File: config.mk
export PLATFORM = sky130hd
export DESIGN_NAME = fmul_pipe
export DESIGN_NICKNAME = d
export VERILOG_FILES = /design/src/rtl/fmul_pipe.sv
export SDC_FILE = /design/constraint.sdc
export NUM_CORES = 2
export LEC_CHECK = 0
export ABC_AREA = 1
export BUFFER_PORTS_ARGS = -buffer_cell sky130_fd_sc_hd__buf_2
export CAP_MARGIN = 20
export CORE_MARGIN = 2
export CORE_UTILIZATION = 30
export DETAILED_ROUTE_END_ITERATION = 12
export PLACE_DENSITY = 0.44
export SYNTH_ARGS = -nofsm -noshare
export SYNTH_HDL_FRONTEND = slang
export SYNTH_SLANG_ARGS = --single-unit
File: constraint.sdc
create_clock -name clk -period 5.1 [get_ports clk]
set_clock_uncertainty 0.1 [all_clocks]
set_input_delay 0.255 -clock clk [delete_from_list [all_inputs] [get_ports clk]]
set_output_delay 0.255 -clock clk [all_outputs]
set_load 0.02 [all_outputs]
File: src/rtl/fmul_pipe.sv
// +----------------------------------------------------------------------------+
// | fmul_pipe : 3-stage pipelined floating-point multiplier (RNE, flush-to-0)  |
// | Optional IEEE NaN/Inf handling: define FMUL_PIPE_SPECIAL_EN                |
// | Revision  : 1.0                                                            |
// +----------------------------------------------------------------------------+
`default_nettype none

module fmul_pipe #(
  parameter int EW = 8,
  parameter int MW = 23
) (
  input  logic             clk,
  input  logic             rst,
  input  logic             in_valid,
  output logic             in_ready,
  input  logic [EW+MW:0]   x1,
  input  logic [EW+MW:0]   x2,
  output logic             out_valid,
  input  logic             out_ready,
  output logic [EW+MW:0]   y,
  output logic             ovf,
  output logic             unf
);

  localparam int PW = 2 * MW + 2;
  localparam logic [EW+1:0] BIAS = {3'b000, {(EW-1){1'b1}}};

  // Operation class carried down the pipe; INF/NAN only arise with special handling
  localparam logic [1:0] CLS_NUM  = 2'd0;
  localparam logic [1:0] CLS_ZERO = 2'd1;
  localparam logic [1:0] CLS_INF  = 2'd2;
  localparam logic [1:0] CLS_NAN  = 2'd3;

  logic advance;

  logic          v1_q, v1_d, sign1_q, sign1_d;
  logic [1:0]    cls1_q, cls1_d;
  logic [EW+1:0] exp1_q, exp1_d;
  logic [PW-1:0] prod1_q, prod1_d;

  logic          v2_q, v2_d, sign2_q, sign2_d;
  logic [1:0]    cls2_q, cls2_d;
  logic [EW+1:0] exp2_q, exp2_d;
  logic [MW-1:0] mant2_q, mant2_d;

  logic          out_valid_q, out_valid_d, ovf_q, ovf_d, unf_q, unf_d;
  logic [EW+MW:0] y_q, y_d;

  logic [EW-1:0] e1, e2;
  logic [MW-1:0] m1, m2;
  logic          z1, z2;

  logic          msb, guard, sticky, rnd;
  logic [MW-1:0] mant;
  logic [MW:0]   mant_r;

  assign advance   = ~out_valid_q | out_ready;
  assign in_ready  = advance;
  assign out_valid = out_valid_q;
  assign y         = y_q;
  assign ovf       = ovf_q;
  assign unf       = unf_q;

  assign e1 = x1[EW+MW-1:MW];
  assign e2 = x2[EW+MW-1:MW];
  assign m1 = x1[MW-1:0];
  assign m2 = x2[MW-1:0];
  assign z1 = (e1 == '0);
  assign z2 = (e2 == '0);

  // S1: unpack, sign, full mantissa product, biased exponent sum
  always_comb begin
    v1_d    = v1_q;
    sign1_d = sign1_q;
    cls1_d  = cls1_q;
    exp1_d  = exp1_q;
    prod1_d = prod1_q;
    if (advance) begin
      v1_d    = in_valid;
      sign1_d = x1[EW+MW] ^ x2[EW+MW];
      exp1_d  = {2'b00, e1} + {2'b00, e2} - BIAS;
      prod1_d = PW'({1'b1, m1}) * PW'({1'b1, m2});
`ifdef FMUL_PIPE_SPECIAL_EN
      if (((&e1) && (|m1)) || ((&e2) && (|m2)) ||
          ((&e1) && z2) || ((&e2) && z1))
        cls1_d = CLS_NAN;
      else if ((&e1) || (&e2))
        cls1_d = CLS_INF;
      else if (z1 || z2)
        cls1_d = CLS_ZERO;
      else
        cls1_d = CLS_NUM;
`else
      cls1_d = (z1 || z2) ? CLS_ZERO : CLS_NUM;
`endif
    end
  end

  // S2: normalise by at most one place, then round to nearest even
  always_comb begin
    msb    = prod1_q[PW-1];
    mant   = msb ? prod1_q[PW-2:MW+1] : prod1_q[PW-3:MW];
    guard  = msb ? prod1_q[MW] : prod1_q[MW-1];
    sticky = msb ? (|prod1_q[MW-1:0]) : (|prod1_q[MW-2:0]);
    rnd    = guard & (sticky | mant[0]);
    mant_r = {1'b0, mant} + (MW+1)'(rnd);

    v2_d    = v2_q;
    sign2_d = sign2_q;
    cls2_d  = cls2_q;
    exp2_d  = exp2_q;
    mant2_d = mant2_q;
    if (advance) begin
      v2_d    = v1_q;
      sign2_d = sign1_q;
      cls2_d  = cls1_q;
      // A rounding carry leaves mant_r[MW-1:0] all zero, which is already 1.0
      exp2_d  = exp1_q + (EW+2)'(msb) + (EW+2)'(mant_r[MW]);
      mant2_d = mant_r[MW-1:0];
    end
  end

  // S3: range check, pack and flag; outputs only change on a valid advance
  always_comb begin
    out_valid_d = out_valid_q;
    y_d         = y_q;
    ovf_d       = ovf_q;
    unf_d       = unf_q;
    if (advance) begin
      out_valid_d = v2_q;
      if (v2_q) begin
        ovf_d = 1'b0;
        unf_d = 1'b0;
        case (cls2_q)
          CLS_ZERO: y_d = {sign2_q, {(EW+MW){1'b0}}};
          CLS_INF:  y_d = {sign2_q, {EW{1'b1}}, {MW{1'b0}}};
          CLS_NAN:  y_d = {1'b0, {EW{1'b1}}, 1'b1, {(MW-1){1'b0}}};
          default: begin
            if (!exp2_q[EW+1] && (exp2_q[EW:0] >= {1'b0, {EW{1'b1}}})) begin
              y_d   = {sign2_q, {EW{1'b1}}, {MW{1'b0}}};
              ovf_d = 1'b1;
            end else if (exp2_q[EW+1] || (exp2_q == '0)) begin
              y_d   = {sign2_q, {(EW+MW){1'b0}}};
              unf_d = 1'b1;
            end else begin
              y_d = {sign2_q, exp2_q[EW-1:0], mant2_q};
            end
          end
        endcase
      end
    end
  end

  always_ff @(posedge clk or posedge rst) begin
    if (rst) begin
      v1_q        <= 1'b0;
      sign1_q     <= 1'b0;
      cls1_q      <= CLS_NUM;
      exp1_q      <= '0;
      prod1_q     <= '0;
      v2_q        <= 1'b0;
      sign2_q     <= 1'b0;
      cls2_q      <= CLS_NUM;
      exp2_q      <= '0;
      mant2_q     <= '0;
      out_valid_q <= 1'b0;
      y_q         <= '0;
      ovf_q       <= 1'b0;
      unf_q       <= 1'b0;
    end else begin
      v1_q        <= v1_d;
      sign1_q     <= sign1_d;
      cls1_q      <= cls1_d;
      exp1_q      <= exp1_d;
      prod1_q     <= prod1_d;
      v2_q        <= v2_d;
      sign2_q     <= sign2_d;
      cls2_q      <= cls2_d;
      exp2_q      <= exp2_d;
      mant2_q     <= mant2_d;
      out_valid_q <= out_valid_d;
      y_q         <= y_d;
      ovf_q       <= ovf_d;
      unf_q       <= unf_d;
    end
  end

endmodule

`default_nettype wire

==> flow_summary_export.csv <==
group,metric,value,unit
floorplanning,dieHeight,303,um
run_status,failed_checks,"setup timing",
yosys,avgSynthCellArea,7.35,um^2
clocking,cts_tree,"done",
run_status,status,"complete, but fails checks",
final_layout,final-seq-area,3300,um^2
grt,grtUsageTotal,17.6,%
setup_path,crit_slowest_cell,"fa_1",
final_layout,multi_input_area,20500,um^2
final_layout,drive_gt1_share,20.7,%
yosys,yosys_warnings,0,
setup_path,critPathLaunchType,"primary input",
final_layout,fillCellCount,9400,
timing,min_period,5.50,ns
placed_design,routabilityCongestion,0.822,
yosys,ys_seq_elements,132,
yosys,syn_nets,4393,
clocking,cts_sinks,132,
routing,route.detailed.drc,0,
placed_design,portBuffers,103,
yosys,synth_cell_types,40,
yosys,synth_cells,3651,
timing,max_freq,182,MHz
setup_path,cp_top_family,"adder cells",
routing,routedWlPerCell,15.1,um
timing,layout_setup_ws,-0.396,ns
setup_path,crit_fanout,6,
floorplanning,design.core.area,88500,um^2
grt,grt_pass1_wl,127000,um
setup_path,critPathKind,"primary input to register",
grt,grt_pass1_vias,23500,
timing,tightest_slew,0.936,ns
final_layout,area_growth,25.4,%
final_layout,final_net_count,4667,
clocking,root_buffer,"clkbuf_16",
floorplanning,fp.dieW,303,um
final_layout,mostFrequentLayoutCells,"1041 x inv_1, 970 x nand2_1, 457 x fa_1, 215 x buf_4, 159 x ha_1",
routing,dr.pass1.iters,5,
timing,hold_viol,0,
timing,slew_violations,0,
setup_path,critical_path.max_stage_delay,0.54,ns
timing,rsz0062_at_grt,"true",
floorplanning,io_pins,104,
clocking,cts_buffers,17,
grt,grt_max_degree,89,
flow_run,max_cap_viol_count,0,
yosys,syn-cell-area,26900,um^2
floorplanning,initial_core_util,30.3,%
grt,antenna_found_initial,0,
yosys,ys.flop_type,"dfrtp_1",
floorplanning,die_area,91900,um^2
routing,finalWirelength,77000,um
clocking,path_clk_slew,0.07,ns
placed_design,dp_hpwl,64500,um
clocking,clk_latency,0.43,ns
setup_path,critical_path_buf_inv_count,8,
yosys,ys_seq_area_share,12.3,%
setup_path,crit_arrival,5.71,ns
clocking,clock_path_buffers,2,
routing,drtIter0Drc,1208,
routing,vias,21900,
timing,setup_viol,36,
routing,ant_nets,0,
grt,grt.overflow.total,0,
final_layout,mostFrequentLayoutCell,"inv_1",
clocking,ctsHtreeMaxLevel,4,
floorplanning,rows,109,
yosys,async_flop_share,100,%
routing,vias_per_cell,4.29,
setup_path,end_kind,"register",
timing,slew_headroom,37.6,%
setup_path,required,5.31,ns
hold_path,min_path_type,"primary input to register",
timing,post-route-period-util,108,%
final_layout,antenna_cells,0,
timing,hold_ws,0.0243,ns
setup_path,cp_common_cell,"fa_1",
yosys,synth-edff-count,0,
-- repair_timing --
item,CTS,global route
setup endpoints to repair,38,39
gates cloned,3,1
hold buffers,2,0
gates resized for setup,285,243
setup buffers,17,21
endpoints found under the hold margin,88,0
pin swaps,110,96
-- cells in the mapped netlist (2+ instances only) --
cell / instances / area share, %
ha_1: 190 / 8.9
xnor2_1: 14 / 0.46
nand2_2: 6 / 0.14
o21ai_0: 84 / 1.6
inv_1: 1107 / 15
o21bai_1: 11 / 0.31
nor2_4: 5 / 0.21
buf_2: 3 / 0.056
fa_1: 484 / 36
o22ai_1: 6 / 0.14
clkbuf_1: 113 / 1.6
nor2_2: 2 / 0.047
buf_1: 5 / 0.070
o21ai_1: 11 / 0.21
dfrtp_1: 132 / 12
a21oi_1: 42 / 0.78
or2_2: 15 / 0.35
nor3_2: 2 / 0.075
inv_2: 4 / 0.056
nand3b_1: 4 / 0.11
nand3_1: 113 / 2.1
buf_6: 2 / 0.084
nor2_1: 118 / 1.6
nand2_1: 1110 / 16
o21ai_2: 7 / 0.23
xor2_1: 11 / 0.36
nand4_1: 18 / 0.42
nor3_1: 14 / 0.26
nor4_1: 7 / 0.16
-- through the flow --
stage	util (%)	setup slack (ns)	setup TNS [ns]	area [um^2]	std cells
after floorplan	-	-0.359	-9.03	27800	3651
after global placement	34.8	-1.25	-38.77	30800	5027
after detailed placement	34.8	-1.19	-38.91	30800	5027
after CTS	36.9	-0.426	-11.65	32700	5081
after global routing	38.0	-0.626	-17.85	33700	5103
final	38.0	-0.396	-10.30	33700	5103
-- worst min-delay path, cell delays in order --
cell	delay, ns
buf_2	0.10
nor2_4	0.06
nand2_1	0.05
nand2_1	0.05
-- routing by layer --
| layer | track usage (%) | wire length [um] | up-vias |
|---|---|---|---|
| li1 | - | - | 10900 |
| met1 | 24.5 | 37100 | 10700 |
| met2 | 30.6 | 37100 | 241 |
| met3 | 1.30 | 1910 | 50 |
| met4 | 2.39 | 875 | 0 |
| met5 | 0 | 0 | - |
-- area by class of cell --
type,count,share of cell area [%]
multi-input combinational,2284,61.0
inverter,1111,12.4
timing repair buffer,379,10.7
sequential,132,9.81
tap,1165,4.33
clock buffer,18,1.27
clock inverter,14,0.498
-- final timing paths --
check,from,to,slack (ns),depth (start not counted)
worst min-delay path,out_ready,sign2_q,0.02,4
worst max register to register,prod1_q[47],exp2_q[9],1.05,17
worst min register to register,y[15],y[15],0.38,2
max in group asynchronous,rst,prod1_q[31],3.30,4
worst max-delay path,x1[5],prod1_q[35],-0.40,28
min in group asynchronous,rst,y[22],0.45,3
-- registers in the layout, indices dropped and copies added, names as in the netlist --
name and count:
cls1_q 1, sign1_q 1, cls2_q 1, v1_q 1, exp2_q 10, unf 1
prod1_q 48, out_valid 1, v2_q 1, sign2_q 1, exp1_q 10, ovf 1
y 32, mant2_q 23
-- cell families (layout without fill, tap and decap cells) --
logic type / after synthesis / in the layout / share of synthesized area, %
simple gates: 1417 / 1417 / 21.2
xor+xnor: 25 / 25 / 0.815
compound gates: 168 / 168 / 3.43
fa+ha+maj: 674 / 674 / 44.9
flops: 132 / 132 / 12.3
buf+inv: 1235 / 1522 / 17.3
Power is left out: the tool's default activity adds up to more than one toggle a clock period on the data nets, which glitch-free logic cannot reach.
